--- config.mk ---
export PLATFORM = sky130hd
export DESIGN_NAME = otter_mem_arbiter
export DESIGN_NICKNAME = d
export VERILOG_FILES = /design/src/rtl/otter_mem_arbiter.sv
export SDC_FILE = /design/constraint.sdc
export NUM_CORES = 1
export LEC_CHECK = 0
export BUFFER_PORTS_ARGS = -buffer_cell sky130_fd_sc_hd__buf_2
export CAP_MARGIN = 15
export CORE_AREA = 2 2 94 96
export CTS_BUF_LIST = sky130_fd_sc_hd__clkbuf_2 sky130_fd_sc_hd__clkbuf_4 sky130_fd_sc_hd__clkbuf_8
export DETAILED_ROUTE_END_ITERATION = 8
export DIE_AREA = 0 0 96 98
export PLACE_DENSITY = 0.68
export SETUP_SLACK_MARGIN = 0.3
export SKIP_LAST_GASP = 1
export SYNTH_ARGS = -nofsm -noshare
export SYNTH_HDL_FRONTEND = slang
export SYNTH_SLANG_ARGS = --single-unit
--- constraint.sdc ---
create_clock -name CLK -period 1.74 [get_ports CLK]
set_input_delay 0.261 -clock CLK [delete_from_list [all_inputs] [get_ports CLK]]
set_output_delay 0.261 -clock CLK [all_outputs]
set_load 0.02 [all_outputs]
--- src/rtl/otter_mem_arbiter.sv ---
`default_nettype none
// ============================================================================
// Module   : otter_mem_arbiter
// Brief    : Fixed-priority arbiter (debug > data > fetch, with fetch
//            anti-starvation) onto one synchronous single-port memory,
//            plus a halt/drain handshake for the CPU-side ports.
// Revision : 1.0  initial release
// ============================================================================
module otter_mem_arbiter #(
  parameter int ADDR_W     = 14,
  parameter int MEM_WORDS  = 16384,
  parameter int STARVE_MAX = 4
) (
  input  logic              CLK,
  input  logic              RST_N,

  input  logic              dbg_req,
  input  logic              dat_req,
  input  logic              fet_req,
  input  logic              dbg_we,
  input  logic              dat_we,
  input  logic [ADDR_W-1:0] dbg_addr,
  input  logic [ADDR_W-1:0] dat_addr,
  input  logic [ADDR_W-1:0] fet_addr,
  input  logic [31:0]       dbg_wdata,
  input  logic [31:0]       dat_wdata,
  input  logic [3:0]        dbg_be,
  input  logic [3:0]        dat_be,

  output logic              dbg_gnt,
  output logic              dat_gnt,
  output logic              fet_gnt,
  output logic              dbg_rvalid,
  output logic              dat_rvalid,
  output logic              fet_rvalid,
  output logic [31:0]       rdata,
  output logic              err,

  input  logic              halt_req,
  output logic              halt_ack,

  output logic              mem_en,
  output logic [3:0]        mem_we,
  output logic [ADDR_W-1:0] mem_addr,
  output logic [31:0]       mem_wdata,
  input  logic [31:0]       mem_rdata
);

  typedef enum logic [1:0] {
    ST_RUN    = 2'd0,
    ST_DRAIN  = 2'd1,
    ST_HALTED = 2'd2
  } state_t;

  localparam logic [2:0]      c_starve_max = 3'(STARVE_MAX);
  localparam logic [ADDR_W:0] c_mem_words  = (ADDR_W+1)'(MEM_WORDS);

  state_t            r_state;
  state_t            w_state_nxt;
  logic [2:0]        r_starve;
  logic [2:0]        w_starve_nxt;
  logic              r_rv_dbg;
  logic              r_rv_dat;
  logic              r_rv_fet;
  logic              r_rv_mem;

  logic              w_cpu_ok;
  logic              w_fet_first;
  logic              w_sel_dbg;
  logic              w_sel_dat;
  logic              w_sel_fet;
  logic              w_any;
  logic              w_we;
  logic              w_rd;
  logic              w_oor;
  logic [ADDR_W-1:0] w_addr;
  logic [31:0]       w_wdata;
  logic [3:0]        w_be;

  // Grants are held off while reset is asserted so the outputs read as idle.
  always_comb begin
    w_sel_dbg   = 1'b0;
    w_sel_dat   = 1'b0;
    w_sel_fet   = 1'b0;
    w_cpu_ok    = (r_state == ST_RUN);
    w_fet_first = (r_starve == c_starve_max);
    if (RST_N) begin
      if (dbg_req) begin
        w_sel_dbg = 1'b1;
      end else if (w_cpu_ok) begin
        if (fet_req && (w_fet_first || !dat_req)) begin
          w_sel_fet = 1'b1;
        end else if (dat_req) begin
          w_sel_dat = 1'b1;
        end
      end
    end
  end

  always_comb begin
    w_we    = 1'b0;
    w_addr  = '0;
    w_wdata = '0;
    w_be    = 4'b0000;
    if (w_sel_dbg) begin
      w_we    = dbg_we;
      w_addr  = dbg_addr;
      w_wdata = dbg_wdata;
      w_be    = dbg_be;
    end else if (w_sel_dat) begin
      w_we    = dat_we;
      w_addr  = dat_addr;
      w_wdata = dat_wdata;
      w_be    = dat_be;
    end else if (w_sel_fet) begin
      w_addr  = fet_addr;
    end
  end

  assign w_any = w_sel_dbg | w_sel_dat | w_sel_fet;
  assign w_rd  = w_any && !w_we;
  assign w_oor = w_any && ({1'b0, w_addr} >= c_mem_words);

  // Out-of-range accesses are acknowledged but never reach the memory.
  assign mem_en    = w_any && !w_oor;
  assign mem_we    = (mem_en && w_we) ? w_be : 4'b0000;
  assign mem_addr  = w_addr;
  assign mem_wdata = w_we ? w_wdata : 32'd0;
  assign err       = w_oor;

  assign dbg_gnt    = w_sel_dbg;
  assign dat_gnt    = w_sel_dat;
  assign fet_gnt    = w_sel_fet;
  assign dbg_rvalid = r_rv_dbg;
  assign dat_rvalid = r_rv_dat;
  assign fet_rvalid = r_rv_fet;
  assign rdata      = r_rv_mem ? mem_rdata : 32'd0;
  assign halt_ack   = (r_state == ST_HALTED);

  always_comb begin
    w_state_nxt  = r_state;
    w_starve_nxt = r_starve;
    case (r_state)
      ST_RUN: begin
        if (halt_req) begin
          w_state_nxt = ST_DRAIN;
        end
        w_starve_nxt = (fet_req && !w_sel_fet) ? (r_starve + 3'd1) : 3'd0;
      end
      ST_DRAIN: begin
        // A CPU read granted in the last RUN cycle returns its data here.
        if (!halt_req) begin
          w_state_nxt = ST_RUN;
        end else if (!(r_rv_dat || r_rv_fet)) begin
          w_state_nxt = ST_HALTED;
        end
      end
      ST_HALTED: begin
        if (!halt_req) begin
          w_state_nxt = ST_RUN;
        end
      end
      default: begin
        w_state_nxt = ST_RUN;
      end
    endcase
  end

  always_ff @(posedge CLK or negedge RST_N) begin
    if (!RST_N) begin
      r_state  <= ST_RUN;
      r_starve <= 3'd0;
      r_rv_dbg <= 1'b0;
      r_rv_dat <= 1'b0;
      r_rv_fet <= 1'b0;
      r_rv_mem <= 1'b0;
    end else begin
      r_state  <= w_state_nxt;
      r_starve <= w_starve_nxt;
      r_rv_dbg <= w_sel_dbg && !w_we;
      r_rv_dat <= w_sel_dat && !w_we;
      r_rv_fet <= w_sel_fet;
      r_rv_mem <= w_rd && !w_oor;
    end
  end

endmodule
`default_nettype wire

Word-level counts from Yosys, hierarchy flattened --
Index checks and enable logic that the tools add are counted.
Storage, ports and cells: bits in registers 9, output and inout port bits 91, logic and storage cells 57, bits of input ports 154
Cells by class: reduce and logical (&&, ||, !) cells 13, equality and inequality tests 6, add/subtract/negate cells 1, bitwise gates (word level) 2, muxes and demuxes 29
Operators by type and width (count):
- $mux W32 | 4
- $mux W14 | 3
- $mux W1 | 13
- $mux W4 | 3
- $mux W2 | 4
- $logic_and A1 B1 Y1 | 6
- $pmux W2 S3 | 1
- $ne A2 B2 Y1 const B | 2
- $add A3 B1 Y3 const B | 1
- $eq A3 B3 Y1 const B | 1
- $logic_not A1 Y1 | 3
- $mux W3 | 1
- $ne A3 B3 Y1 const B | 1
- $reduce_and A3 Y1 | 1
- $eq A2 B1 Y1 const B | 1
- $eq A2 B2 Y1 const B | 1
- $logic_not A2 Y1 | 1
- $logic_or A1 B1 Y1 | 2
- $or A1 B1 Y1 | 2

Depth between registers and ports, before layout --
Gate-level depths: netlist of the first run.
depth in word-level cells 11, mapped depth 7, gate-level depth less buffers 5

Worst setup path after synthesis of the first run --
No wires, ideal clock.
path type register -> output, from reg r_starve[0], to out mem_wdata[11], path buffers 2, stages on the path, launching flop included 8, data required time 1.479 ns, arrival 1.743 ns, path slack -0.264 ns, cells stage by stage dfrtp_1 > inv_1 > ha_1 > a21boi_2 > buf_4 > clkbuf_1 > o2111ai_1 > a22oi_2
On the way: word-level cells in the longest chain between the ends 10, elaborated cells between the ends (all ways) 12, classes of those cells eq/ne (1); mux (9); reduce/logical (2)
RTL lines:
- start: declaration | RTL line 60 | logic [2:0] r_starve;
- start signal: assignment | RTL line 179 | r_starve <= w_starve_nxt;
- $eq A3 B3 Y1 * | RTL line 86 | w_fet_first = (r_starve == c_starve_max);
- $logic_or A1 B1 Y1 * | RTL line 91 | if (fet_req && (w_fet_first || !dat_req)) begin
- $logic_and A1 B1 Y1 * | RTL line 91
- $mux W1 * | RTL line 91
- $mux W1 * | RTL line 90 | end else if (w_cpu_ok) begin
- $mux W1 * | RTL line 88 | if (dbg_req) begin
- $mux W1 * | RTL line 87 | if (RST_N) begin
- $mux W32 / $mux W1 (equally long branches) | RTL line 110 | end else if (w_sel_dat) begin
- $mux W32 / $mux W1 (equally long branches) | RTL line 105 | if (w_sel_dbg) begin
- $mux W32 * | RTL line 128 | assign mem_wdata = w_we ? w_wdata : 32'd0;
- end: declaration | RTL line 45 | output logic [31:0] mem_wdata,
Mark *: on every way between the ends. The rest lies on a longest branch, timed or not.

Worst setup path after layout of the first run --
from reg r_state[1], to out mem_addr[3]
On the way: word-level cells in the longest chain between the ends 7, elaborated cells between the ends (all ways) 10, classes of those cells mux (9); reduce/logical (1)
RTL lines:
- start: declaration | RTL line 58 | state_t r_state;
- start signal: assignment | RTL line 178 | r_state <= w_state_nxt;
- $logic_not A2 Y1 * | RTL line 85 | w_cpu_ok = (r_state == ST_RUN);
- $mux W1 | RTL line 90
- $mux W1 | RTL line 88
- $mux W1 | RTL line 87
- $mux W14 | RTL line 115 | end else if (w_sel_fet) begin
- $mux W14 * | RTL line 110
- $mux W14 * | RTL line 105
- end: declaration | RTL line 44 | output logic [ADDR_W-1:0] mem_addr,
Marked as above.

==> impl_metrics.ini, run 1 <==
[hold_path]
hold_start = dbg_we
hp-class = input port to flip-flop
hold_end = dbg_rvalid
whs_path_depth = 2

[clocking]
path_clk_slew_ns = 0.05
cts_tree = yes
clockRootBuffer = clkbuf_8
ctsHtreeMaxLevel = 1
cts-buffers-inserted = 3
cts_max_path_buffers = 2
clock_latency_ns = 0.24
cts_sinks = 9

[synth]
syn_inst = 251
syn_nets = 407
ys_seq_area_frac = 0.1164
synth_edf_count = 0
netlist_area_mm2 = 0.001934
avgSynthCellArea_um2 = 7.707
ys_async_sr_fraction = 1.000
synth_warnings = 0
ys_seq_elements = 9
yosysUniqueCellTypes = 30
ys.flop_type = dfrtp_1

[routing]
antenna_left = 0
firstDrtPassIters = 4
drtIter0Drc = 187
drc = 0
vias = 3037
vias_per_cell = 5.036
routedWlPerCell_um = 16.24
wl_um = 9790

[flow_run]
maxCapViolCount = 0

[layout]
nets = 652
post-route-cell-area_mm2 = 0.003775
area_growth_pct = 95.15
multi_input_area_mm2 = 0.001623
diodes = 0
fill_cells = 877
final_layout_size_suffix_gt1_frac = 0.6626
final_cell_mix = 219 x buf_2, 39 x nand2_1, 36 x o2111ai_1, 36 x a22oi_2, 32 x and2_1
layout_commonest_cell = buf_2
seq_area_um2 = 225.2

[setup_path]
required_ns = 1.48
r2r_slack_ns = 0.06
r2r_end = dat_rvalid
setup.worst_path.start_class = flip-flop
cpMaxStageDelayCell = or4b_4
r2r-start = r_state[1]
crit_fanout = 16
worstPathArrival_ns = 1.89
crit_chain = or4b_4 > nor3_4 > buf_12 > a221o_1 > buf_6
crit_family = simple AND/OR/NAND/NOR gates
critical_path_class = flip-flop to primary output
max_stage_delay_ns = 0.59
crit_buf_inv = 2
ff2ff_path_depth = 6
critPathCaptureType = primary output

[placed_design]
hpwl_um = 7588
routabilityCongestion = 0.7855
port_buffers = 243
dpl-instance-area_mm2 = 0.003483

[power]
ir_drop_uv = 215.5
cellPowerDensity_mw_per_mm2 = 429.7
finalPower_w = 0.001622
power_leakage_nw = 1.915

[sta]
setup_viol = 53
rsz0062_at_grt = true
period_share = 1.238
worst_slack_ns = -0.4136
fin_hold_ws_ns = 0.2040
clock.fmax_mhz = 464.3
hold_viol_final = 0
finClkSkew_ns = 0.001302
finalCriticalPeriod_ns = 2.154
maxSlewViolCount = 0

[global_route]
grt_pass1_wl_um = 14280
grt-ovfl-total = 0
gr-usage-all-layers = 0.1879
antenna_found_initial = 0
grt_max_degree = 33
grt_pass1_vias = 2983

[die]
fp.coreArea_mm2 = 0.008466
io_pins = 245
die-width_um = 96
die_h_um = 98
die_area_mm2 = 0.009408
rows = 34
start_util = 0.2285

[status]
outcome = finished, violations left
violations = negative setup slack
routing by layer:
| metal | wire [um] | track usage | vias to the layer above |
|---|---|---|---|
| met3 | 741 | 0.02392 | 13 |
| met1 | 3717 | 0.2099 | 1398 |
| li1 | - | - | 1469 |
| met5 | 0 | 0 | - |
| met4 | 133 | 0.04505 | 0 |
| met2 | 5198 | 0.3638 | 157 |
repair_timing:
action / 4_1_cts / 5_1_grt
resized for setup: 45 / 14
setup endpoints to repair: 59 / 75
buffers inserted: 0 / 2
cloned: 0 / 1
pin swaps: 2 / 1
endpoints found under the hold margin: 9 / 0
hold buffers: 2 / 0
final cells by class:
| type | count | area share |
|---|---|---|
| multi-input cells | 200 | 0.4299 |
| flip-flops and latches | 9 | 0.05966 |
| clock buffers | 4 | 0.01293 |
| inverters | 5 | 0.004972 |
| repair buffers | 277 | 0.4567 |
| well taps | 108 | 0.03580 |
synth_stat cells (3+ instances only):
| master | instances | area (um^2) |
|---|---|---|
| a22oi_1 | 16 | 120.1 |
| buf_6 | 6 | 67.56 |
| o21ai_0 | 6 | 30.03 |
| dfrtp_1 | 9 | 225.2 |
| nand2_1 | 40 | 150.1 |
| o2111ai_1 | 36 | 315.3 |
| buf_2 | 6 | 30.03 |
| nor2_1 | 3 | 11.26 |
| clkbuf_1 | 22 | 82.58 |
| and2_1 | 32 | 200.2 |
| and3_1 | 16 | 100.1 |
| inv_1 | 5 | 18.77 |
| a22oi_2 | 20 | 250.2 |
| a221o_1 | 14 | 140.1 |
worst reg2reg max path, cell delays in order (launching register included):
cell,delay [ns]
dfrtp_1,0.41
nor4b_4,0.28
buf_6,0.17
o2111ai_4,0.19
clkbuf_16,0.25
buf_4,0.15
and3_1,0.13
cells by family after synthesis:
kind of cell	Yosys count	synth area share
other cells	1	0.001939
buf+inv	42	0.1125
simple gates	99	0.2852
flops	9	0.1164
fa+ha+maj	2	0.01293
compound gates	98	0.4709
worst max path at each step:
stage	cells after the start	end	slack (ns)	startpoint
2_1_floorplan	5	mem_addr[0]	-0.19	r_state[1]
3_3_place_gp	7	mem_addr[7]	-0.15	r_starve[0]
3_5_place_dp	7	mem_we[3]	-0.21	r_starve[0]
4_1_cts	8	mem_addr[7]	-0.38	r_starve[0]
5_1_grt	8	mem_addr[3]	-0.49	r_starve[0]
6_report	5	mem_addr[3]	-0.41	r_state[1]
sequential cells by signal (all words and copies together) (netlist names):
signal	count
r_starve	3
r_state	2
dat_rvalid	1
dbg_rvalid	1
fet_rvalid	1
r_rv_mem	1
through the flow:
step	util	setup WS (ns)	instances	TNS, ns
final	0.4459	-0.4136	603	-18.87
after global routing	0.4459	-0.4874	603	-23.72
after CTS	0.4363	-0.3831	600	-18.27
after detailed placement	0.4115	-0.2097	594	-7.642
after global placement	0.4115	-0.1487	594	-5.575
after floorplan	-	-0.1908	251	-5.939
power breakdown:
part | total, W | internal (W) | switching, W
sequential | 0.000282 | 0.000247 | 0.0000348
clock | 0.000265 | 0.000176 | 0.0000893
combinational | 0.00108 | 0.000496 | 0.000579
total | 0.00162 | 0.000919 | 0.000703
Note: power is estimated with default switching activity, not from simulation.
==> inputs of run 2 (changes only) <==
- CORE_AREA: 2 2 94 96 -> 2 2 95 97
- DIE_AREA: 0 0 96 98 -> 0 0 97 99
- PLACE_DENSITY: 0.68 -> 0.64
- clock period: 1.74 -> 2.1 ns (I/O delays scaled with it)
==> run 2 against run 1 <==
The flow still finishes with violations (negative setup slack). Worst hold slack got worse by 0.18 ns. Via count rose by 1.1%. Design area up 3.1%. Count of clock-buffer cells in the layout stayed put. Sequential power down 12%. Setup slack better by 0.27 ns. Cell count fell by 0.66%. Routed wire length shrank 0.33%. First-iteration DRC count decreased by 33%. Critical endpoint is now mem_wdata[18].
==> impl_metrics.ini, run 2 (synthesis gave the netlist of run 1 again) <==
[flow_run]
maxCapViolCount = 0

[routing]
vias_per_cell = 5.125
vias = 3070
drc = 0
drtIter0Drc = 126
routedWlPerCell_um = 16.29
firstDrtPassIters = 5
wl_um = 9758
antenna_left = 0

[layout]
top_register = r_starve
final_cell_mix = 203 x buf_2, 39 x nand2_1, 36 x o2111ai_1, 36 x a22oi_2, 35 x buf_6
final_layout_size_suffix_gt1_frac = 0.6599
fill_cells = 839
top_regs = r_starve: 3 flops, r_state: 2 flops
largest_reg_flops = 3
seq_area_um2 = 226.5
area_growth_pct = 101.3
multi_input_area_mm2 = 0.001617
diodes = 0
layout_commonest_cell = buf_2
finalNonFillerCells = 599
nets = 648

[setup_path]
worstPathArrival_ns = 1.93
ff2ff_path_depth = 3
r2r-start = r_state[1]
endpoint = mem_wdata[18]
r2r_slack_ns = 0.52
crit_start = r_state[1]
critPathCaptureType = primary output
critical_path_class = flip-flop to primary output
r2r_end = r_starve[2]
setup.worst_path.start_class = flip-flop
required_ns = 1.78
crit_fanout = 6

[placed_design]
dp_cells = 585
hpwl_um = 7346
port_buffers = 243
dpl_worst_slack_ns = 0.04270
routabilityCongestion = 0.8051

[global_route]
grt_pass1_wl_um = 14590
antenna_found_initial = 0
gr-usage-all-layers = 0.1810
grt_pass1_vias = 2943
grt_max_degree = 38
grt-ovfl-total = 0

[die]
rows = 34
die_area_mm2 = 0.009603
io_pins = 245
fp.coreArea_mm2 = 0.008551
die-width_um = 97
start_util = 0.2262
die_h_um = 99

[sta]
hold_viol_final = 0
tns_ns = -5.281
rsz0062_at_grt = true
maxSlewViolCount = 0
worst_slew_pin_slew_ns = 0.5080
period_share = 1.070
slew_headroom = 0.6613
worst_slack_ns = -0.1460
finalCriticalPeriod_ns = 2.246
setup_viol = 50
clock.fmax_mhz = 445.2
finClkSkew_ns = 0.001956

[power]
cellPowerDensity_mw_per_mm2 = 340.5
seqPwrFrac = 0.186
clockPowerShare = 0.164
swShare = 0.4332
ir_drop_uv = 155.3
combPwrFrac = 0.649
p_sw_w = 0.0005744
power_leakage_nw = 1.927
internal-power_w = 0.0007515

[clocking]
clockRootBuffer = clkbuf_8
cts_tree = yes
ctsHtreeMaxLevel = 1
cts_sinks = 9
clock_latency_ns = 0.23
path_clk_slew_ns = 0.05
cts-buffers-inserted = 3
cts_max_path_buffers = 2
hold_buffers = 0

[status]
outcome = finished, violations left
violations = negative setup slack

[hold_path]
hp-class = input port to asynchronous set/reset pin
==> run 2: repair_timing <==
action	CTS	global route
endpoints found under the setup margin	53	87
resized for setup	58	30
cloned	2	2
setup buffers	5	1
pin swaps	10	20
==> run 2: power by group through the flow <==
stage                     combinational (W)  sequential [W]  clock, W
after floorplan                    0.000456        0.000234         0
after global placement             0.000732        0.000243         0
after detailed placement           0.000747        0.000246         0
after CTS                          0.000814        0.000247  0.000219
after global routing               0.000928        0.000254  0.000230
final                              0.000861        0.000247  0.000218
==> run 2: through the flow <==
stage / area, um^2 / total power [W] / util / hold slack (ns)
3_5_place_dp: 3416 / 0.0009929 / 0.3995 / 0.2773
4_1_cts: 3730 / 0.001280 / 0.4362 / 0.02654
5_1_grt: 3894 / 0.001411 / 0.4554 / 0.02610
3_3_place_gp: 3416 / 0.0009751 / 0.3995 / 0.2767
2_1_floorplan: 2073 / 0.0006896 / - / 0.01941
6_report: 3894 / 0.001326 / 0.4554 / 0.02111
==> run 2: critical path: stages, from the launching register on <==
cell and delay (ns):
dfrtp_1 0.41, nor4b_4 0.28, buf_4 0.18, o2111ai_4 0.15
buf_12 0.17, clkbuf_16 0.16, a22oi_2 0.18, buf_6 0.15
==> run 2: cell type report <==
cell class / instances / share of cell area
multi-input combinational: 200 / 0.4152
timing repair buffer: 273 / 0.4746
sequential: 9 / 0.05816
inverter: 5 / 0.004820
tap: 108 / 0.03470
clock buffer: 4 / 0.01253
==> run 2: worst min-delay path by stage <==
stage | endpoint | depth (start not counted) | start
after floorplan | dat_rvalid | 0 | RST_N
after global placement | dbg_rvalid | 2 | RST_N
after detailed placement | dbg_rvalid | 2 | RST_N
after CTS | dbg_rvalid | 2 | RST_N
after global routing | dbg_rvalid | 2 | RST_N
final | dbg_rvalid | 2 | RST_N
==> run 2: per-layer routing <==
| layer | track usage | routed length, um | vias up |
|---|---|---|---|
| li1 | - | - | 1458 |
| met5 | 0 | 0 | - |
| met2 | 0.3387 | 5130 | 166 |
| met3 | 0.02553 | 739 | 10 |
| met1 | 0.2177 | 3778 | 1436 |
| met4 | 0.04442 | 109 | 0 |
==> inputs of run 3 (changes only) <==
- CORE_AREA: 2 2 95 97 -> 3 3 93 95
- DIE_AREA: 0 0 97 99 -> 0 0 96 98
- PLACE_DENSITY: 0.64 -> 0.68
==> run 3 against run 2 <==
The flow still finishes with violations (negative setup slack). Combinational power increased by 2%. Routed wire length increased by 5.2%. Setup slack got worse by 0.072 ns.
==> impl_metrics.ini, run 3 (synthesis gave the netlist of run 1 again) <==
[clocking]
clockRootBuffer = clkbuf_8
cts_tree = yes
path_clk_slew_ns = 0.05
cts-buffers-inserted = 3
ctsHtreeMaxLevel = 1
cts_max_path_buffers = 2
cts_sinks = 9
clock_latency_ns = 0.24

[routing]
vias_per_cell = 5.150
routedWlPerCell_um = 17.06
wl_um = 10270
drc = 0
firstDrtPassIters = 4
drtIter0Drc = 134
antenna_left = 0
vias = 3100

[sta]
worst_slack_ns = -0.2179
period_share = 1.104
maxSlewViolCount = 0
rsz0062_at_grt = true
finalCriticalPeriod_ns = 2.318
finClkSkew_ns = 0.002110
clock.fmax_mhz = 431.4
fin_hold_ws_ns = 0.1037
setup_viol = 51
hold_viol_final = 0

[flow_run]
maxCapViolCount = 0

[power]
combPwrFrac = 0.652
swShare = 0.4323
seqPwrFrac = 0.184
clockPowerShare = 0.164
power_leakage_nw = 1.941
finalPower_w = 0.001349
internal-power_w = 0.0007657
cellPowerDensity_mw_per_mm2 = 356.0
ir_drop_uv = 272.8
p_sw_w = 0.0005832

[layout]
final_cell_mix = 225 x buf_2, 39 x nand2_1, 36 x o2111ai_1, 36 x a22oi_2, 32 x and2_1
fill_cells = 769
top_register = r_starve
diodes = 0
layout_commonest_cell = buf_2
final_layout_size_suffix_gt1_frac = 0.6640
post-route-util = 0.4853
post-route-cell-area_mm2 = 0.003789
nets = 657
largest_reg_flops = 3
seq_area_um2 = 226.5
area_growth_pct = 95.86
top_regs = r_starve: 3 flops, r_state: 2 flops
multi_input_area_mm2 = 0.001617

[placed_design]
dpl-instance-area_mm2 = 0.003388
port_buffers = 243
hpwl_um = 7861
routabilityCongestion = 0.8412
dpl_worst_slack_ns = 0.01422

[global_route]
grt_pass1_vias = 3092
gr-usage-all-layers = 0.1927
grt_pass1_wl_um = 14710
antenna_found_initial = 2
grt-ovfl-total = 0
grt_max_degree = 38

[setup_path]
critical_path_class = flip-flop to primary output
worstPathArrival_ns = 2.00
ff2ff_path_depth = 4
r2r_end = r_starve[2]
critPathCaptureType = primary output
crit_start = r_starve[1]
r2r_slack_ns = 0.40
r2r-start = r_state[1]
required_ns = 1.78
crit_fanout = 8
setup.worst_path.start_class = flip-flop

[die]
start_util = 0.2478
fp.coreArea_mm2 = 0.007807
die-width_um = 96
die_area_mm2 = 0.009408
rows = 32
io_pins = 245
die_h_um = 98

[status]
outcome = finished, violations left
violations = negative setup slack

[hold_path]
hp-class = input port to asynchronous set/reset pin
==> run 3: cell type report <==
cell class / count / area share
multi-input cells: 200 / 0.4267
clock buffers: 4 / 0.01288
inverters: 5 / 0.004954
well taps: 102 / 0.03369
flip-flops and latches: 9 / 0.05978
repair buffers: 282 / 0.4620
==> run 3: worst max path at each step <==
stage | to | depth (start not counted) | slack, ns
after floorplan | mem_addr[0] | 5 | 0.12
after CTS | mem_addr[11] | 9 | -0.17
after global routing | mem_wdata[27] | 6 | -0.30
final | mem_addr[0] | 9 | -0.22
after global placement | mem_addr[0] | 8 | 0.05
after detailed placement | mem_wdata[18] | 6 | 0.01
==> run 3: power groups by stage <==
stage | clock (W) | sequential, W | combinational (W)
after global placement | 0 | 0.000243 | 0.000731
final | 0.000221 | 0.000248 | 0.000880
after global routing | 0.000239 | 0.000252 | 0.000952
after floorplan | 0 | 0.000234 | 0.000456
after detailed placement | 0 | 0.000246 | 0.000747
after CTS | 0.000220 | 0.000244 | 0.000841
==> run 3: repair_timing <==
action,4_1_cts,5_1_grt
setup buffers,12,4
hold endpoints to repair,1,0
endpoints found under the setup margin,53,60
hold buffers,1,0
pin swaps,4,2
cloned,1,2
gates resized for setup,21,30
==> run 3: metrics by stage <==
stage,std cells,TNS (ns)
floorplan,251,0
global placement,578,0
detailed placement,578,0
CTS,596,-6.730
global route,602,-13.14
finish,602,-8.599
==> run 3: worst max-delay path: stages (launching register included) <==
cell	delay [ns]
dfrtp_1	0.36
inv_2	0.06
ha_4	0.16
a21boi_4	0.24
buf_6	0.15
nor3_4	0.04
buf_4	0.15
buf_12	0.13
a221o_1	0.33
buf_6	0.15
==> run 3: routing by layer <==
metal | track usage | vias up | share of wire
li1 | - | 1478 | -
met4 | 0.03392 | 4 | 0.015
met3 | 0.02003 | 17 | 0.068
met2 | 0.3978 | 149 | 0.55
met1 | 0.2011 | 1452 | 0.36
met5 | 0 | - | 0.0020
